[src/rtl/cdc_tx_frame_arbiter.sv]
// -----------------------------------------------------------------------------
// cdc_tx_frame_arbiter
//
// Round-robin arbiter and packetizer between NUM_CH capture FIFOs
// (UART/SPI/I2C) and the single USB CDC TX byte stream. One non-empty FIFO is
// granted, up to MAX_BURST bytes are drained into a local buffer, and then a
// frame is sent over a valid/ready byte interface:
//   SYNC_BYTE, CH_ID, LEN, payload[LEN], CHK
// CHK = (CH_ID + LEN + sum(payload)) mod 256. SYNC_BYTE is not included.
//
// Ports
//   clk        system clock
//   rst_n      asynchronous active-low reset; aborts any frame in progress
//   ch_rempty  per-channel FIFO empty flags
//   ch_rdata   per-channel show-ahead FIFO head, channel i at [8i+7:8i]
//   ch_rinc    per-channel FIFO pop strobe, one-hot or zero
//   tx_data    frame byte towards the USB CDC TX path
//   tx_valid   tx_data is valid
//   tx_ready   sink accepts the byte when tx_valid && tx_ready
//   busy       high whenever the arbiter is not idle
// -----------------------------------------------------------------------------
module cdc_tx_frame_arbiter #(
  parameter int                    NUM_CH     = 4,
  parameter int                    DATA_WIDTH = 8,
  parameter int                    MAX_BURST  = 16,
  parameter logic [DATA_WIDTH-1:0] SYNC_BYTE  = 8'hA5
) (
  input  logic                         clk,
  input  logic                         rst_n,
  input  logic [NUM_CH-1:0]            ch_rempty,
  input  logic [NUM_CH*DATA_WIDTH-1:0] ch_rdata,
  output logic [NUM_CH-1:0]            ch_rinc,
  output logic [DATA_WIDTH-1:0]        tx_data,
  output logic                         tx_valid,
  input  logic                         tx_ready,
  output logic                         busy
);

  localparam int CH_W   = (NUM_CH > 1) ? $clog2(NUM_CH) : 1;
  localparam int CNT_W  = $clog2(MAX_BURST + 1);
  localparam int BUF_AW = (MAX_BURST > 1) ? $clog2(MAX_BURST) : 1;

  typedef enum logic [2:0] {
    S_IDLE,
    S_COLLECT,
    S_SYNC,
    S_ID,
    S_LEN,
    S_DATA,
    S_CHK
  } state_e;

  state_e                  state_q;
  logic [CH_W-1:0]         grant_q;
  logic [CH_W-1:0]         last_grant_q;
  logic [CNT_W-1:0]        cnt_q;
  logic [CNT_W-1:0]        idx_q;
  logic [DATA_WIDTH-1:0]   chk_q;
  logic [DATA_WIDTH-1:0]   tx_data_q;
  logic                    tx_valid_q;
  logic [DATA_WIDTH-1:0]   buf_q [MAX_BURST];

  logic                    any_req_d;
  logic [CH_W-1:0]         grant_d;
  logic [CH_W-1:0]         rr_idx_d;
  logic [DATA_WIDTH-1:0]   head_d;
  logic                    gnt_empty_d;
  logic                    pop_d;
  logic                    accept_d;

  // Round-robin search starting one past the last grant. Iterating from the
  // farthest candidate down lets the nearest non-empty channel win by being
  // written last.
  // NOTE: every combinational output gets a default at the top of the block;
  // a path that leaves one unassigned would infer a latch.
  always_comb begin
    any_req_d = |(~ch_rempty);
    grant_d   = last_grant_q;
    rr_idx_d  = '0;
    for (int i = NUM_CH; i >= 1; i--) begin
      rr_idx_d = CH_W'((int'(last_grant_q) + i) % NUM_CH);
      if (!ch_rempty[rr_idx_d]) grant_d = rr_idx_d;
    end
  end

  // Head byte and empty flag of the granted channel.
  always_comb begin
    head_d      = '0;
    gnt_empty_d = 1'b1;
    for (int i = 0; i < NUM_CH; i++) begin
      if (grant_q == CH_W'(i)) begin
        head_d      = ch_rdata[i*DATA_WIDTH +: DATA_WIDTH];
        gnt_empty_d = ch_rempty[i];
      end
    end
  end

  // Pops are decided from registered state only, so they can never reach a
  // non-granted channel or run outside COLLECT.
  assign pop_d    = (state_q == S_COLLECT) && !gnt_empty_d && (cnt_q < CNT_W'(MAX_BURST));
  assign accept_d = tx_valid_q && tx_ready;

  always_comb begin
    ch_rinc = '0;
    for (int i = 0; i < NUM_CH; i++) begin
      ch_rinc[i] = pop_d && (grant_q == CH_W'(i));
    end
  end

  // NOTE: the payload buffer carries no reset; LEN bounds every read to bytes
  // written during the current frame, so stale contents are never sent.
  always_ff @(posedge clk) begin
    if (pop_d) buf_q[BUF_AW'(cnt_q)] <= head_d;
  end

  // Frame FSM. tx_data/tx_valid are loaded with the byte of the state being
  // entered, so they stay stable while the sink stalls. The checksum is
  // seeded with the channel id and gains (byte + 1) per pop, which folds LEN
  // in without a final addition.
  // NOTE: state registers use non-blocking assignments so every register
  // samples pre-edge values regardless of statement order.
  always_ff @(posedge clk or negedge rst_n) begin
    if (!rst_n) begin
      state_q      <= S_IDLE;
      grant_q      <= '0;
      last_grant_q <= CH_W'(NUM_CH - 1);
      cnt_q        <= '0;
      idx_q        <= '0;
      chk_q        <= '0;
      tx_data_q    <= '0;
      tx_valid_q   <= 1'b0;
    end else begin
      case (state_q)
        S_IDLE: begin
          if (any_req_d) begin
            grant_q      <= grant_d;
            last_grant_q <= grant_d;
            cnt_q        <= '0;
            chk_q        <= DATA_WIDTH'(grant_d);
            state_q      <= S_COLLECT;
          end
        end
        S_COLLECT: begin
          if (pop_d) begin
            cnt_q <= cnt_q + CNT_W'(1);
            chk_q <= chk_q + head_d + DATA_WIDTH'(1);
          end else begin
            state_q    <= S_SYNC;
            tx_valid_q <= 1'b1;
            tx_data_q  <= SYNC_BYTE;
          end
        end
        S_SYNC: begin
          if (accept_d) begin
            state_q   <= S_ID;
            tx_data_q <= DATA_WIDTH'(grant_q);
          end
        end
        S_ID: begin
          if (accept_d) begin
            state_q   <= S_LEN;
            tx_data_q <= DATA_WIDTH'(cnt_q);
          end
        end
        S_LEN: begin
          if (accept_d) begin
            state_q   <= S_DATA;
            idx_q     <= '0;
            tx_data_q <= buf_q[BUF_AW'(0)];
          end
        end
        S_DATA: begin
          if (accept_d) begin
            if (idx_q == cnt_q - CNT_W'(1)) begin
              state_q   <= S_CHK;
              tx_data_q <= chk_q;
            end else begin
              idx_q     <= idx_q + CNT_W'(1);
              tx_data_q <= buf_q[BUF_AW'(idx_q + CNT_W'(1))];
            end
          end
        end
        S_CHK: begin
          if (accept_d) begin
            state_q    <= S_IDLE;
            tx_valid_q <= 1'b0;
            tx_data_q  <= '0;
          end
        end
        default: begin
          state_q    <= S_IDLE;
          tx_valid_q <= 1'b0;
        end
      endcase
    end
  end

  assign tx_data  = tx_data_q;
  assign tx_valid = tx_valid_q;
  assign busy     = (state_q != S_IDLE);

endmodule

[config.mk]
export PLATFORM = sky130hd
export DESIGN_NAME = cdc_tx_frame_arbiter
export DESIGN_NICKNAME = d
export VERILOG_FILES = /design/src/rtl/cdc_tx_frame_arbiter.sv
export SDC_FILE = /design/constraint.sdc
export NUM_CORES = 1
export LEC_CHECK = 0
export CAP_MARGIN = 5
export CORE_UTILIZATION = 24
export CTS_CLUSTER_DIAMETER = 150
export DETAILED_ROUTE_END_ITERATION = 10
export PLACE_DENSITY = 0.49
export REMOVE_ABC_BUFFERS = 1
export SYNTH_ARGS = -nofsm -noshare
export SYNTH_HDL_FRONTEND = slang
export SYNTH_SLANG_ARGS = --single-unit
[constraint.sdc]
create_clock -name clk -period 2.69 [get_ports clk]
set_input_delay 0.6725 -clock clk [delete_from_list [all_inputs] [get_ports clk]]
set_output_delay 0.6725 -clock clk [all_outputs]
set_load 0.01 [all_outputs]
==> run summary, run 1 <==
Outcome -> completed
Area share of the largest cell type after synthesis -> 51.6%
DRT iter0 DRCs -> 348
First-pass GRT wire length -> 29900 um
DRC -> 0
GRT Util Overall -> 12.8%
Cell count after synthesis -> 501
Critical path, cell by cell -> buf_4 > nor3_1 > inv_1 > clkdlybuf4s50_1
Synth area leaders -> edfxtp_1 52%, mux4_2 13%, dfrtp_1 11%, ha_1 2.2%, nand2_1 2.0%
Row count -> 64
Drt via density -> 4.63
CTS Hold Buffers Added -> 0
Pre-CTS WS -> -0.391 ns
Num ports -> 53
Post-route clock period utilization -> 97.0%
Initial antenna violation count -> 0
Worst Slack Setup Final -> 0.0799 ns
CTS buffer count -> 17
Worst skew pair latency -> 0.42 ns
Netlist Area Pre-Place -> 7450 um2
Actual slew at the worst max-slew pin -> 0.805 ns
Max clock buf depth -> 2
CTS tree -> done
Nets -> 682
Setup Viol. Count Final -> 0
Primary FF master, synth -> edfxtp_1
Crit path DAT -> 1.94 ns
Fin. Hold Viols -> 0
Die Wd -> 178 um
Crit-path max FO -> 19
Synth cell types -> 54
Sequential area share after synthesis -> 63.1%
Post-route cell area -> 9620 um2
Largest net degree at the start of global routing -> 35
Most frequent cells in the layout -> 128 x edfxtp_1, 77 x buf_4, 47 x clkdlybuf4s50_1
CTS Sinks -> 162
Max-slew violation count -> 0
Worst VDD drop -> 445 uV
I/O Buffers -> 52
Register bit total from synthesis -> 162
Top delay family on crit path -> buffers and inverters
Power per cell area -> 1000 nW/um2
Synth Area per Inst -> 14.9 um2
Layout area overhead -> 29.1%
Leak -> 3.43 nW
GRT overflow -> 0
Worst min path class -> input pin to asynchronous set/reset pin
WL per Instance -> 18.3 um
Synth warn -> 0
Crit path kind -> flop to output port
Fin crit period -> 2.61 ns
Worst setup SP type -> flop
CP peak stage delay -> 0.49 ns
Peak Freq -> 383 MHz
Total wire length -> 18900 um
Worst slew margin -> 46.3%
Worst reg2reg setup slack -> 0.19 ns
Die Ht -> 178 um
Layout Skew -> 0.0114 ns
Fillers -> 3038
Die area -> 31700 um2
Routed Antenna Nets -> 0
Most common cell after layout, fill and taps aside -> edfxtp_1
Via count -> 4794
CP endpoint kind -> output port
Post-CTS setup buffers -> 0
Core Footprint -> 30600 um2
Dpl hpwl -> 13900 um
Clock Tree Root -> clkbuf_16
Fraction of layout instances using a drive strength above 1 -> 27.7%
Detailed Routing Iterations Pass 1 -> 4
Slowest-stage cell, CP -> clkdlybuf4s50_1
Area leader, netlist -> edfxtp_1
Area after DPL -> 9020 um2
Worst EP required -> 2.02 ns
CTS HTree Levels -> 4
Post-synth EDFFs -> 128
Initial Util -> 24.4%
Final Wtd Congestion -> 0.848
# diodes -> 0
Ys async rst share -> 21.0%
Vias in the first global route -> 5161
Clock Pin Slew Worst Setup and Hold Paths -> 0.06 ns
Worst path bufs/invs -> 3
# Max-Cap Violations -> 0
==> repair_timing <==
action / in CTS / in global routing
endpoints found under the setup margin: 4 / 10
pin swaps: 0 / 1
resized for setup: 6 / 16
==> path summary, 6_finish.rpt <==
kind                       startpoint          to  cells after the start
setup / recovery           state_q[0]        busy                      4
hold / removal                  rst_n    tx_valid                      1
setup reg to reg             idx_q[1]  tx_data[3]                      9
hold reg to reg            tx_data[5]  tx_data[5]                      2
max in group asynchronous       rst_n  grant_q[0]                      1
min in group clk           tx_data[5]  tx_data[5]                      2
==> synthesized netlist by cell type, drive strengths merged (3+ instances only) <==
library cell and count:
a211oi 10, a21o 3, a21oi 24, a221oi 5, a31oi 5, and2 3
buf 8, clkbuf 16, dfrtp 32, edfxtp 128, ha 13, inv 11
mux2 3, mux2i 9, mux4 42, nand2 40, nand2b 8, nand3 5
nand3b 3, nor2 35, nor2b 9, nor3 12, o211ai 4, o21ai 27
xnor2 8, xor2 6
==> power breakdown <==
group | switching, W | internal (W) | total [W]
Sequential | 0.000246 | 0.00329 | 0.00354
Combinational | 0.00209 | 0.00183 | 0.00391
Clock | 0.000953 | 0.00126 | 0.00221
==> area by class of cell <==
class	count	area [um2]	area share [%]
Timing Repair Buffer	133	1170	12.2
Multi-Input combinational cell	304	2680	27.9
Sequential cell	162	4700	48.9
Tap cell	396	495	5.15
Clock buffer	17	425	4.42
Inverter	11	41.3	0.429
Clock inverter	13	108	1.12
==> logic make-up after synthesis <==
| family | after synthesis | synth area share [%] |
|---|---|---|
| muxes | 54 | 14.4 |
| DFF | 162 | 63.1 |
| AOI/OAI and AO/OA | 96 | 8.55 |
| xor gates and xnor gates | 14 | 1.65 |
| adders and majority gates | 14 | 2.45 |
| and+or+nand+nor | 126 | 7.99 |
| buffers and inverters | 35 | 1.95 |
==> layer usage <==
layer  track usage, %  wire length, um
met1             16.8             8530
met2             21.2             9460
met3             2.66              729
met4             3.53              199
met5                0                0
==> sequential cells by signal (all words and copies together) (netlist names) <==
signal / cells
chk_q: 8
tx_data: 8
grant_q: 2
state_q: 3
last_grant_q: 2
buf_q: 128
idx_q: 5
cnt_q: 5
tx_valid: 1
==> per-stage QoR <==
step / instances / setup TNS [ns] / hold WS, ns / utilization, % / power (W)
final: 1036 / 0 / 0.347 / 31.4 / 0.00967
after global routing: 1036 / -0.0130 / 0.393 / 31.4 / 0.0102
after CTS: 1036 / 0 / 0.366 / 31.3 / 0.00967
after detailed placement: 1006 / -10.25 / 0.505 / 29.5 / 0.00745
after global placement: 1006 / -5.27 / 0.504 / 29.5 / 0.00736
after floorplan: 477 / -7.71 / 0.377 / - / 0.00570
==> worst reg2reg max path, delay by kind of cell (launching register included) <==
family,cells,cell delay [ns]
simple gates,2,0.18
fa+ha+maj,1,0.34
compound gates,3,0.74
flops,1,0.44
mux,1,0.34
buf+inv,2,0.34
Power figures use the tool's default switching activity.
==> inputs of run 2 (changes only) <==
--- a/config.mk
+++ b/config.mk
@@ -10,6 +10,7 @@
 export CTS_CLUSTER_DIAMETER = 150
 export DETAILED_ROUTE_END_ITERATION = 10
 export PLACE_DENSITY = 0.49
+export RECOVER_POWER = 25
 export REMOVE_ABC_BUFFERS = 1
 export SYNTH_ARGS = -nofsm -noshare
 export SYNTH_HDL_FRONTEND = slang
==> run 2 against run 1 <==
- the run now ends with max-capacitance violations, max-slew violations left
- maximum frequency hardly changed
- sequential share of layout area grew 0.083 points
- critical path type unchanged
- largest power group unchanged
- via count is 0.92% lower
==> run summary, run 2 (synthesis results as in run 1) <==
Clock Tree Root -> clkbuf_16
Worst skew pair latency -> 0.42 ns
Outcome -> complete, but fails checks
Vias in the first global route -> 5161
First-pass GRT wire length -> 29900 um
Slowest-stage cell, CP -> dfrtp_1
Dpl hpwl -> 13900 um
Switching power -> 0.00327 W
GRT overflow -> 0
GRT Util Overall -> 12.8%
Worst setup SP type -> flop
Crit path DAT -> 1.94 ns
Routed Antenna Nets -> 0
# diodes -> 0
CP endpoint kind -> output port
Actual slew at the worst max-slew pin -> 1.91 ns
CTS tree -> done
Via count -> 4750
Num ports -> 53
Sw frac -> 34.0%
Die Wd -> 178 um
Final Wtd Congestion -> 0.848
Drt via density -> 4.58
Sequential fraction of design power -> 36.8%
Leak -> 3.42 nW
Critical path, cell by cell -> nand2b_2 > or3_4 > nor4b_2 > dlygate4sd2_1
Hold_ws -> 0.510 ns
Layout area overhead -> 28.9%
Post-route clock period utilization -> 97.0%
Detailed Routing Iterations Pass 1 -> 5
Area after DPL -> 9020 um2
CTS Hold Buffers Added -> 0
Most flops, register -> buf_q
Largest net degree at the start of global routing -> 35
CP peak stage delay -> 0.37 ns
Max FFs per register -> 128
Comb pwr share -> 40.3%
Max clock buf depth -> 2
Core Footprint -> 30600 um2
Crit path kind -> flop to output port
Post-Layout Cell Count -> 1036
Placed Cells -> 1006
Top delay family on crit path -> simple AND/OR/NAND/NOR gates
Fraction of layout instances using a drive strength above 1 -> 26.9%
Initial Util -> 24.4%
Worst slew margin -> -27.3%
Setup TNS -> 0 ns
Internal power -> 0.00635 W
Failing checks -> max-capacitance violations, max-slew violations
Clock Pin Slew Worst Setup and Hold Paths -> 0.06 ns
Worst path bufs/invs -> 1
Die area -> 31700 um2
Layout Skew -> 0.0129 ns
Fin crit period -> 2.61 ns
Most common cell after layout, fill and taps aside -> edfxtp_1
DRC -> 0
Peak Freq -> 383 MHz
Worst min path class -> flop to flop
Nets -> 682
Post-route cell area -> 9600 um2
WL per Instance -> 18.3 um
Most frequent cells in the layout -> 128 x edfxtp_1, 73 x buf_4, 46 x clkdlybuf4s50_1
DRT iter0 DRCs -> 367
# Max-Cap Violations -> 1
CTS buffer count -> 17
Initial antenna violation count -> 0
Pre-CTS WS -> -0.391 ns
Total wire length -> 18900 um
CTS Sinks -> 162
Power per cell area -> 1000 nW/um2
Fin. Hold Viols -> 0
Worst EP required -> 2.02 ns
Setup Viol. Count Final -> 0
Clock power share -> 23.0%
Max-slew violation count -> 35
CTS HTree Levels -> 4
Row count -> 64
I/O Buffers -> 52
Worst VDD drop -> 442 uV
Die Ht -> 178 um
Worst Slack Setup Final -> 0.0808 ns
Crit-path max FO -> 5
## run 2: cell count changes in the layout (fill, tap and decap cells not counted), sizes merged
| cell | delta |
|---|---|
| dlygate4sd3 | +1 |
| clkdlybuf4s50 | -1 |
| clkbuf | +5 |
| buf | -5 |
## run 2: layer usage
| layer | part of all wire, % | routed length [um] | vias up | global-route usage [%] |
|---|---|---|---|---|
| met5 | 0 | 0 | - | 0 |
| met2 | 50 | 9500 | 110 | 21.2 |
| met4 | 0.89 | 168 | 0 | 3.53 |
| li1 | - | - | 2216 | - |
| met1 | 44 | 8390 | 2415 | 16.8 |
| met3 | 4.6 | 878 | 9 | 2.66 |
## run 2: metrics by stage
| stage | utilization (%) | power (W) |
|---|---|---|
| floorplan | - | 0.00570 |
| CTS | 31.3 | 0.00967 |
| finish | 31.4 | 0.00963 |
| global placement | 29.5 | 0.00736 |
| detailed placement | 29.5 | 0.00745 |
| global route | 31.4 | 0.0102 |
## run 2: layout make-up
type                       count  area [um2]
clock buffer                  17         425
clock inverter                13         108
fill                        3036       21000
inverter                      11        41.3
multi-input combinational    304        2680
sequential                   162        4700
tap                          396         495
timing repair buffer         133        1150
## run 2: worst register-to-register path, delay by kind of cell, from the launching register on
| kind | cells | cell delay [ns] |
|---|---|---|
| adders and majority gates | 1 | 0.35 |
| AOI/OAI and AO/OA | 3 | 0.75 |
| DFF | 1 | 0.44 |
| muxes | 1 | 0.34 |
| buffers and inverters | 2 | 0.34 |
| and+or+nand+nor | 2 | 0.18 |
## run 2: repair_timing
| item | 4_1_cts | 5_1_grt |
|---|---|---|
| setup buffers | 0 | 0 |
| setup endpoints to repair | 4 | 10 |
| gates resized for setup | 6 | 16 |
| pin swaps | 0 | 1 |
## run 2: path summary, 6_finish.rpt
path                            start    endpoint  slack (ns)  cells past startpoint
setup / recovery           state_q[1]  ch_rinc[1]        0.08                      4
hold / removal             tx_data[5]  tx_data[5]        0.51                      2
setup reg to reg             idx_q[1]  tx_data[3]        0.19                      9
hold reg to reg            tx_data[5]  tx_data[5]        0.51                      2
max in group asynchronous       rst_n  grant_q[0]        0.67                      1
min in group asynchronous       rst_n    tx_valid        0.79                      1
## run 2: power by group through the flow
stage / combinational [W] / sequential [W] / clock (W)
floorplan: 0.00201 / 0.00369 / 0
detailed placement: 0.00386 / 0.00358 / 0
CTS: 0.00388 / 0.00353 / 0.00225
global route: 0.00428 / 0.00358 / 0.00235
finish: 0.00388 / 0.00354 / 0.00221
global placement: 0.00379 / 0.00357 / 0
==> inputs of run 3 (changes only) <==
--- a/config.mk
+++ b/config.mk
@@ -6,6 +6,7 @@
 export NUM_CORES = 1
 export LEC_CHECK = 0
 export CAP_MARGIN = 5
+export CORE_MARGIN = 5
 export CORE_UTILIZATION = 24
 export CTS_CLUSTER_DIAMETER = 150
 export DETAILED_ROUTE_END_ITERATION = 10
==> run 3 against run 2 <==
- the run still ends with max-capacitance violations, max-slew violations left
- design area barely moved
- clock-buffer cell count did not move
- clock power rose by 12%
- worst hold slack improved by 0.021 ns
- sequential share of layout area barely moved
- via count rose by 2.3%
- global-route usage fell by 1.2 points
- die area rose by 9.2%
- first-iteration DRC count fell by 7.9%
- maximum frequency rose by 0.90%
- total power rose by 2.9%
- wire length rose by 2.6%
- critical endpoint is now tx_data[3]
==> run summary, run 3 (synthesis results as in run 1) <==
Outcome -> complete, but fails checks
Failing checks -> max-capacitance violations, max-slew violations
Most flops, register -> buf_q
Max-slew violation count -> 35
First-pass GRT wire length -> 30500 um
Max FFs per register -> 128
Max clock buf depth -> 2
Core Footprint -> 30600 um2
Row count -> 64
Clock Tree Root -> clkbuf_16
Die area -> 34700 um2
Die Ht -> 186 um
Die Wd -> 186 um
Top delay family on crit path -> compound AO/OA/AOI/OAI gates
Crit-path max FO -> 19
Internal power -> 0.00640 W
Post-route clock period utilization -> 96.1%
Most frequent cells in the layout -> 128 x edfxtp_1, 69 x buf_4, 47 x clkdlybuf4s50_1
Area after DPL -> 8950 um2
DRC -> 0
Worst VDD drop -> 420 uV
Drt via density -> 4.71
# Max-Cap Violations -> 1
WL per Instance -> 18.8 um
Total wire length -> 19400 um
DRT iter0 DRCs -> 338
Most common cell after layout, fill and taps aside -> edfxtp_1
Sw frac -> 35.3%
Total power draw -> 0.00991 W
Vias in the first global route -> 5083
Initial Util -> 24.4%
Setup Viol. Count Final -> 0
Clock Pin Slew Worst Setup and Hold Paths -> 0.07 ns
Fin. Hold Viols -> 0
Actual slew at the worst max-slew pin -> 1.93 ns
Nets -> 676
Worst min path class -> flop to flop
Clock power share -> 24.9%
GRT overflow -> 0
Num ports -> 53
Post-Layout Cell Count -> 1032
Worst EP required -> 2.98 ns
CP endpoint kind -> flop
Slowest-stage cell, CP -> dfrtp_1
Post-route cell area -> 9610 um2
Worst setup SP type -> flop
Worst slew margin -> -28.9%
Worst path bufs/invs -> 1
# diodes -> 0
Final Wtd Congestion -> 0.830
RSZ-0062 raised after global routing -> no
GRT Util Overall -> 11.6%
Switching power -> 0.00350 W
Largest net degree at the start of global routing -> 35
Placed Cells -> 999
Critical path, cell by cell -> ha_1 > buf_12 > mux4_2 > nor2b_1 > a211oi_1 > a21oi_1 > a221oi_1 > nor2_1
Worst skew pair latency -> 0.43 ns
CTS HTree Levels -> 4
Leak -> 3.40 nW
Fraction of layout instances using a drive strength above 1 -> 26.4%
Crit path DAT -> 2.88 ns
Initial antenna violation count -> 0
Routed Antenna Nets -> 0
Pre-CTS WS -> -0.442 ns
Via count -> 4857
Worst Slack Setup Final -> 0.104 ns
CTS Sinks -> 162
Crit path kind -> flop to flop
Dpl hpwl -> 14100 um
Detailed Routing Iterations Pass 1 -> 5
CTS tree -> done
Hold_ws -> 0.531 ns
Layout area overhead -> 29.0%
Fin crit period -> 2.59 ns
Sequential fraction of design power -> 35.9%
CTS buffer count -> 17
CP peak stage delay -> 0.45 ns
Peak Freq -> 387 MHz
Layout Skew -> 0.0110 ns
Comb pwr share -> 39.2%
I/O Buffers -> 52
Power per cell area -> 1030 nW/um2
==> run 3: final timing paths <==
path,from,endpoint,slack (ns),cells after the start
max,idx_q[1],tx_data[3],0.10,8
min,tx_data[7],tx_data[7],0.53,2
max reg2reg,idx_q[1],tx_data[3],0.10,8
min reg2reg,tx_data[7],tx_data[7],0.53,2
max in group asynchronous,rst_n,idx_q[0],0.66,1
min in group asynchronous,rst_n,tx_valid,0.79,1
==> run 3: per-layer routing <==
| metal | vias to the layer above | track usage (%) | wire (um) |
|---|---|---|---|
| met3 | 30 | 2.43 | 727 |
| met4 | 0 | 3.50 | 362 |
| met2 | 122 | 18.4 | 9230 |
| li1 | 2212 | - | - |
| met5 | - | 0 | 0 |
| met1 | 2493 | 16.0 | 9100 |
==> run 3: tightest hold or removal path, cell delays in order (launching register included) <==
cell     delay [ns]
dfrtp_1        0.35
nor2_1         0.05
nor2_1         0.09
==> run 3: power groups by stage <==
| stage | combinational [W] | clock [W] | sequential [W] |
|---|---|---|---|
| 2_1_floorplan | 0.00201 | 0 | 0.00369 |
| 3_5_place_dp | 0.00386 | 0 | 0.00360 |
| 4_1_cts | 0.00387 | 0.00252 | 0.00355 |
| 3_3_place_gp | 0.00378 | 0 | 0.00359 |
| 6_report | 0.00388 | 0.00247 | 0.00355 |
| 5_1_grt | 0.00424 | 0.00263 | 0.00359 |
==> run 3: layout make-up <==
cell class	count	area, um2
fill	3024	21000
sequential	162	4700
multi-input combinational	304	2670
timing repair buffer	127	1080
tap	396	495
clock buffer	17	425
clock inverter	15	193
inverter	11	41.3
==> run 3: what timing repair did <==
action | CTS | global route
buffers inserted | 0 | 1
hold buffers | 0 | 0
endpoints found under the setup margin | 4 | 7
pin swaps | 0 | 1
resized for setup | 9 | 10
==> run 3: through the flow <==
stage               TNS (ns)  util [%]
CTS                        0      31.3
finish                     0      31.4
global route               0      31.4
floorplan              -7.71         -
detailed placement     -6.14      29.2
global placement       -5.19      29.2
